File: src/rtl/pc_sequencer.sv
// pc_sequencer: instruction-fetch PC sequencer with a single IF/ID slot.
// Issues word-address fetches from cur_pc, loads the IF/ID slot on each fetch, applies
// redirects (branches/jumps), and supports halting/resuming. Keeps fetch and redirect counts.
//
// Ports:
//   clk, rst_n                 clock, asynchronous active-low reset
//   stall                      hazard unit holds the IF/ID slot
//   redirect_valid/_pc         taken control-flow change and its word-address target
//   halt_req, resume           stop fetching / leave the halted state
//   imem_req/_addr/_ack/_rdata instruction memory handshake (rdata valid with ack)
//   cur_pc                     current PC register
//   if_valid/_pc/_instr        IF/ID slot contents
//   flush                      one-cycle pulse after each accepted redirect
//   fetch_cnt, redirect_cnt    completed fetches (wraps), accepted redirects (saturates)
module pc_sequencer #(
  parameter logic [29:0] RESET_PC = 30'd0
) (
  input  logic        clk,
  input  logic        rst_n,
  input  logic        stall,
  input  logic        redirect_valid,
  input  logic [29:0] redirect_pc,
  input  logic        halt_req,
  input  logic        resume,
  output logic        imem_req,
  output logic [29:0] imem_addr,
  input  logic        imem_ack,
  input  logic [31:0] imem_rdata,
  output logic [29:0] cur_pc,
  output logic        if_valid,
  output logic [29:0] if_pc,
  output logic [31:0] if_instr,
  output logic        flush,
  output logic [31:0] fetch_cnt,
  output logic [15:0] redirect_cnt
);

  typedef enum logic [1:0] {StBoot, StRun, StRedir, StHalted} state_e;

  state_e      state_q, state_d;
  logic [29:0] cur_pc_q, cur_pc_d;
  logic        if_valid_q, if_valid_d;
  logic [29:0] if_pc_q, if_pc_d;
  logic [31:0] if_instr_q, if_instr_d;
  logic        flush_q, flush_d;
  logic [31:0] fetch_cnt_q, fetch_cnt_d;
  logic [15:0] redirect_cnt_q, redirect_cnt_d;
  logic        fetch;

  always_comb begin
    // No request while the slot is occupied and held, or while a redirect/halt is pending.
    imem_req = (state_q == StRun) & ~redirect_valid & ~halt_req & ~(if_valid_q & stall);
    fetch    = imem_req & imem_ack;

    state_d        = state_q;
    cur_pc_d       = cur_pc_q;
    if_valid_d     = if_valid_q;
    if_pc_d        = if_pc_q;
    if_instr_d     = if_instr_q;
    flush_d        = 1'b0;
    fetch_cnt_d    = fetch_cnt_q;
    redirect_cnt_d = redirect_cnt_q;

    if (redirect_valid) begin
      // Redirect wins over stall, halt and ack.
      cur_pc_d   = redirect_pc;
      if_valid_d = 1'b0;
      flush_d    = 1'b1;
      if (redirect_cnt_q != 16'hFFFF) begin
        redirect_cnt_d = redirect_cnt_q + 16'd1;
      end
      state_d = (state_q == StHalted) ? StHalted : StRedir;
    end else begin
      if (fetch) begin
        if_valid_d  = 1'b1;
        if_pc_d     = cur_pc_q;
        if_instr_d  = imem_rdata;
        cur_pc_d    = cur_pc_q + 30'd1;
        fetch_cnt_d = fetch_cnt_q + 32'd1;
      end else if (!stall) begin
        if_valid_d = 1'b0;
      end

      case (state_q)
        StBoot:   state_d = StRun;
        StRun:    if (halt_req) state_d = StHalted;
        StRedir:  state_d = StRun;
        StHalted: if (resume && !halt_req) state_d = StRun;
        default:  state_d = StBoot;
      endcase
    end
  end

  always_ff @(posedge clk or negedge rst_n) begin
    if (!rst_n) begin
      state_q        <= StBoot;
      cur_pc_q       <= RESET_PC;
      if_valid_q     <= 1'b0;
      if_pc_q        <= 30'd0;
      if_instr_q     <= 32'd0;
      flush_q        <= 1'b0;
      fetch_cnt_q    <= 32'd0;
      redirect_cnt_q <= 16'd0;
    end else begin
      state_q        <= state_d;
      cur_pc_q       <= cur_pc_d;
      if_valid_q     <= if_valid_d;
      if_pc_q        <= if_pc_d;
      if_instr_q     <= if_instr_d;
      flush_q        <= flush_d;
      fetch_cnt_q    <= fetch_cnt_d;
      redirect_cnt_q <= redirect_cnt_d;
    end
  end

  assign imem_addr    = cur_pc_q;
  assign cur_pc       = cur_pc_q;
  assign if_valid     = if_valid_q;
  assign if_pc        = if_pc_q;
  assign if_instr     = if_instr_q;
  assign flush        = flush_q;
  assign fetch_cnt    = fetch_cnt_q;
  assign redirect_cnt = redirect_cnt_q;

endmodule
File: config.mk
export PLATFORM = sky130hd
export DESIGN_NAME = pc_sequencer
export DESIGN_NICKNAME = d
export VERILOG_FILES = /design/src/rtl/pc_sequencer.sv
export SDC_FILE = /design/constraint.sdc
export NUM_CORES = 1
export LEC_CHECK = 0
export BUFFER_PORTS_ARGS = -buffer_cell sky130_fd_sc_hd__buf_4
export CORE_MARGIN = 5
export CORE_UTILIZATION = 30
export DETAILED_ROUTE_END_ITERATION = 10
export PLACE_DENSITY = 0.52
export RECOVER_POWER = 25
export SYNTH_ARGS = -nofsm -noshare
export SYNTH_HDL_FRONTEND = slang
export SYNTH_SLANG_ARGS = --single-unit
File: constraint.sdc
create_clock -name clk -period 3.95 [get_ports clk]
set_input_delay 0.395 -clock clk [delete_from_list [all_inputs] [get_ports clk]]
set_output_delay 0.395 -clock clk [all_outputs]
set_load 0.01 [all_outputs]
After elaboration in Yosys (flattened, before gate mapping). Cells that the tools add are included. W data, S select, Z words.

Reduce and logical (&&, ||, !) cells: 8. Equality and inequality tests: 7. $add $sub $neg: 3. Bitwise gates (word level): 8. Mux-type cells: 11.

Operator list (number): $mux W30 (2); $add A32 B1 Y32 const B (1); $add A30 B1 Y30 const B (1); $add A16 B1 Y16 const B (1); $ne A16 B16 Y1 const B (1); $mux W2 (3); $pmux W2 S3 (1); $reduce_and A2 Y1 (3); $and A1 B1 Y1 (5); $mux W1 (5); $eq A2 B2 Y1 const B (2); $ne A3 B1 Y1 const B (1); $ne A3 B2 Y1 const B (1); $ne A3 B3 Y1 const B (1); $not A1 Y1 (3); $eq A2 B1 Y1 const B (1); $logic_not A2 Y1 (1); $reduce_bool A2 Y1 (1); $reduce_or A2 Y1 (1); $logic_and A1 B1 Y1 (1); $logic_not A1 Y1 (1).

Logic and storage cells: 45. Output and inout bits: 173. Input bits: 69. Register bits: 144.

Depth between registers and ports, before layout.
Depth in word-level cells: 7. Mapped depth: 8. Gate-level depth less buffers: 6.

Least setup slack after synthesis. OpenSTA, ideal clock, no wires.

Path type: input to register. From: input redirect_valid. To: register fetch_cnt_q[21] (netlist: fetch_cnt[21]). Buffers on the path: 1. Data arrival time: 1876 ps. Required time: 3825 ps. Setup time: 125 ps. Cell stages on the path: 6. Setup slack: 1949 ps. Cells stage by stage: or4b_4 -> or2_1 -> buf_2 -> nor4_4 -> nand4_1 -> xnor2_1.

Cells in the longest elaborated chain, start to end: 6.

RTL lines: from (decl) (line 21) `input logic redirect_valid,`; $not A1 Y1 (no source line) *; $and A1 B1 Y1 (3 in a row) (line 52) `imem_req = (state_q == StRun) & ~redirect_valid & ~halt_req & ~(if_valid_q & stall);`; $and A1 B1 Y1 (line 53) `fetch = imem_req & imem_ack;`; $reduce_and A2 Y1 (no source line) *; to (signal assigned) (line 111) `fetch_cnt_q <= fetch_cnt_d;`; to (decl) (line 46) `logic [31:0] fetch_cnt_q, fetch_cnt_d;`.

Mark *: on every way between the ends. The rest lies on a longest branch, timed or not. A chain may end at the register's enable or synchronous reset.

Worst setup path after layout.
From: register state_q[1]. To: register fetch_cnt_q[22] (netlist: fetch_cnt[22]).

Cells in the longest elaborated chain, start to end: 6.

RTL lines: from (decl) (line 40) `state_e state_q, state_d;`; from (signal assigned) (line 96) `state_q <= StBoot;`; from (signal assigned) (line 105) `state_q <= state_d;`; $eq A2 B1 Y1 (line 52); $and A1 B1 Y1 (3 in a row) (line 52); $and A1 B1 Y1 (line 53); $reduce_and A2 Y1 (no source line).

Every way passes these cells.

==> metrics.yaml <==
outcome: "finished, violations left"
violations: "capacitance limit, slew limit"
grt_busiest_layer: "met2"
hpwl_mm: 14.74
timing.final.crit_share: 0.6504
die_w_um: 158.4
clock_sinks: 144
synth.area.top_cells: "dfrtp_1 (55%), nand2_1 (13%), xnor2_1 (4.8%)"
timing.fmax_ghz: 0.3893
dp_cells: 1169
use_met1: 0.2170
grt-ovfl-total: 0
layout_min_cycle_time_ns: 2.569
leakage_nw: 4.618
nets: 980
synth-main-ff-cell: "dfrtp_1"
slowest_delay_ns: 0.57
cts-htree-levels: 4
max_slew_margin: -0.8580
gp_congestion: 0.7739
rows: 54
fin_cells: 1201
hold_ws_ns: 0.1688
synth.distinct_cells: 46
tightestPinTransition_ns: 2.787
grt_use_total: 0.1591
io_pins: 242
post-place-ws_ns: 1.243
via_per_inst: 4.726
fin_util: 0.4176
numCtsBuffers: 17
rsz0062_at_grt: "false"
drtIter0Drc: 266
nFillCells: 2180
avgSynthCellArea_um2: 9.459
final_area_um2: 9085
hold_viol: 0
worst-setup-path-type: "reg2reg"
drive_gt1_frac: 0.3149
use_met2: 0.2466
cts_tree: "done"
async_reset_ff_frac: 1.000
fp.coreArea_um2: 21760
grt_pass1_wl_mm: 31.21
diodes: 0
tns_ns: 0
postCtsSetupRepairBufs: 0
min_path_type: "in2reg"
seq_area_frac_synth: 0.5458
fin_ws_ns: 1.381
fp.dieArea_um2: 25070
synth_edf_count: 0
netlist_area_um2: 6603
grt_max_degree: 111
cts_resized: 0
endpoint_kind: "register"
clk_latency_ns: 0.42
clock_skew_ns: 0.01288
netlist_instances: 698
ctsRootBufferMaster: "clkbuf_16"
critPathSlowestCell: "or4b_4"
finalPower_mw: 4.605
grt_pass1_vias: 5669
crit_path_start_kind: "register"
vdd_ir_drop_max_uv: 253.4
path_cells: "or4b_4 -> nor2_4 -> buf_4 -> nand4_1 -> nor2_1 -> xor2_1"
yosys.area.top_type_share: 0.5458
p_per_area_nw_per_um2: 506.9
ys_warn_count: 0
setup_viol: 0
arrival_ns: 2.91
cp_max_fo: 32
chipHeight_um: 158.4
synth-seq-cells: 144
wl_mm: 20.35
place_area_um2: 8483
antenna_found_initial: 0
area_growth_pct: 37.60
use_met3: 0.05627
worst_ep_required_time_ns: 4.29
numPortBuffers: 241
hold_buffers: 0
routedWlPerCell_um: 16.94
cap_violations: 1
synth_top_area_cell: "dfrtp_1"
dr_total_vias: 5676
cts_buffer_depth: 2
maxSlewViolCount: 111
syn-num-nets: 770
drt_pre_antenna_iters: 5
drc: 0
ant_nets: 0
initial_utilization: 0.3035
clk_pin_slew_ns: 0.07
## cells in the mapped netlist (2+ instances only)
cell type / count
mux2i_1: 4
o311ai_0: 4
and2_1: 6
nand3_1: 44
ha_1: 3
o311ai_1: 9
inv_1: 10
a31oi_1: 3
nand2_1: 228
buf_4: 30
nand4_1: 22
mux2_2: 2
nor4_4: 2
nor3b_1: 2
and4_1: 2
dfrtp_1: 144
o21ai_1: 6
o211ai_1: 11
or2_1: 2
nor4_1: 2
clkbuf_1: 9
or2_2: 2
buf_2: 18
a21o_1: 2
a32oi_1: 2
a21oi_1: 4
or4_1: 3
nor3_1: 2
or3_1: 6
nor2_1: 25
xnor2_1: 36
o21ai_0: 16
xor2_1: 8
and3_1: 16
a221o_1: 2
## placed cells by master, fill, tap and decap left out, types with 3 or more instances in the layout
cell type	Yosys	layout
buf_4	30	247
nand2_1	228	228
dfrtp_1	144	144
nand3_1	44	44
xnor2_1	36	36
nor2_1	25	24
nand4_1	22	22
clkbuf_16	0	17
and3_1	16	16
o21ai_0	16	16
o211ai_1	11	11
inv_1	10	10
o311ai_1	9	9
xor2_1	8	8
o21ai_1	6	6
and2_1	6	6
or3_1	6	6
clkinv_4	0	5
a21oi_1	4	4
mux2i_1	4	4
o311ai_0	4	4
a31oi_1	3	3
or4_1	3	3
ha_1	3	3
bufinv_16	0	3
## per-layer routing
layer / vias to the layer above / part of all wire
li1: 2756 / -
met1: 2707 / 0.45
met2: 205 / 0.45
met3: 8 / 0.089
met4: 0 / 0.0053
met5: - / 0
## logic make-up after synthesis
| logic type | Yosys count | share of synthesized area |
|---|---|---|
| buf+inv | 68 | 0.05913 |
| simple gates | 370 | 0.2558 |
| flops | 144 | 0.5458 |
| compound gates | 62 | 0.06405 |
| mux | 7 | 0.01118 |
| fa+ha+maj | 3 | 0.005686 |
| xor+xnor | 44 | 0.05837 |
## registers in the layout (all words and copies together), names as in the netlist
| signal | flops |
|---|---|
| fetch_cnt | 32 |
| if_instr | 32 |
| cur_pc | 30 |
| if_pc | 30 |
| redirect_cnt | 16 |
| state_q | 2 |
| flush | 1 |
| if_valid | 1 |
## path summary, 6_finish.rpt
kind	startpoint	end	slack, ns	cells past startpoint
setup / recovery	state_q[1]	fetch_cnt[22]	1.38	6
hold / removal	imem_rdata[19]	if_instr[19]	0.17	3
setup reg to reg	state_q[1]	fetch_cnt[22]	1.38	6
hold reg to reg	if_instr[19]	if_instr[19]	0.47	2
max in group asynchronous	rst_n	redirect_cnt[3]	1.46	1
min in group asynchronous	rst_n	fetch_cnt[28]	0.85	1
## critical path, delay by kind of cell (launching register included)
family | cells | cell delay, ns
flops | 1 | 0.40
simple gates | 4 | 1.49
buf+inv | 1 | 0.42
xor+xnor | 1 | 0.15
## report_power, final
group	total [mW]	leakage [nW]	internal, mW	switching, mW
Clock	1.68	0.298	1.01	0.672
Combinational	0.981	2.45	0.507	0.474
Sequential	1.94	1.87	1.72	0.226
## layout make-up
cell class	instances	area, um2	share of cell area
timing repair buffer	249	1863	0.2051
inverter	10	37.54	0.004132
clock inverter	14	182.7	0.02011
sequential	144	3603	0.3966
clock buffer	18	429.2	0.04724
tap	280	350.3	0.03856
multi-input combinational	486	2619	0.2883
Power figures use the tool's default switching activity.
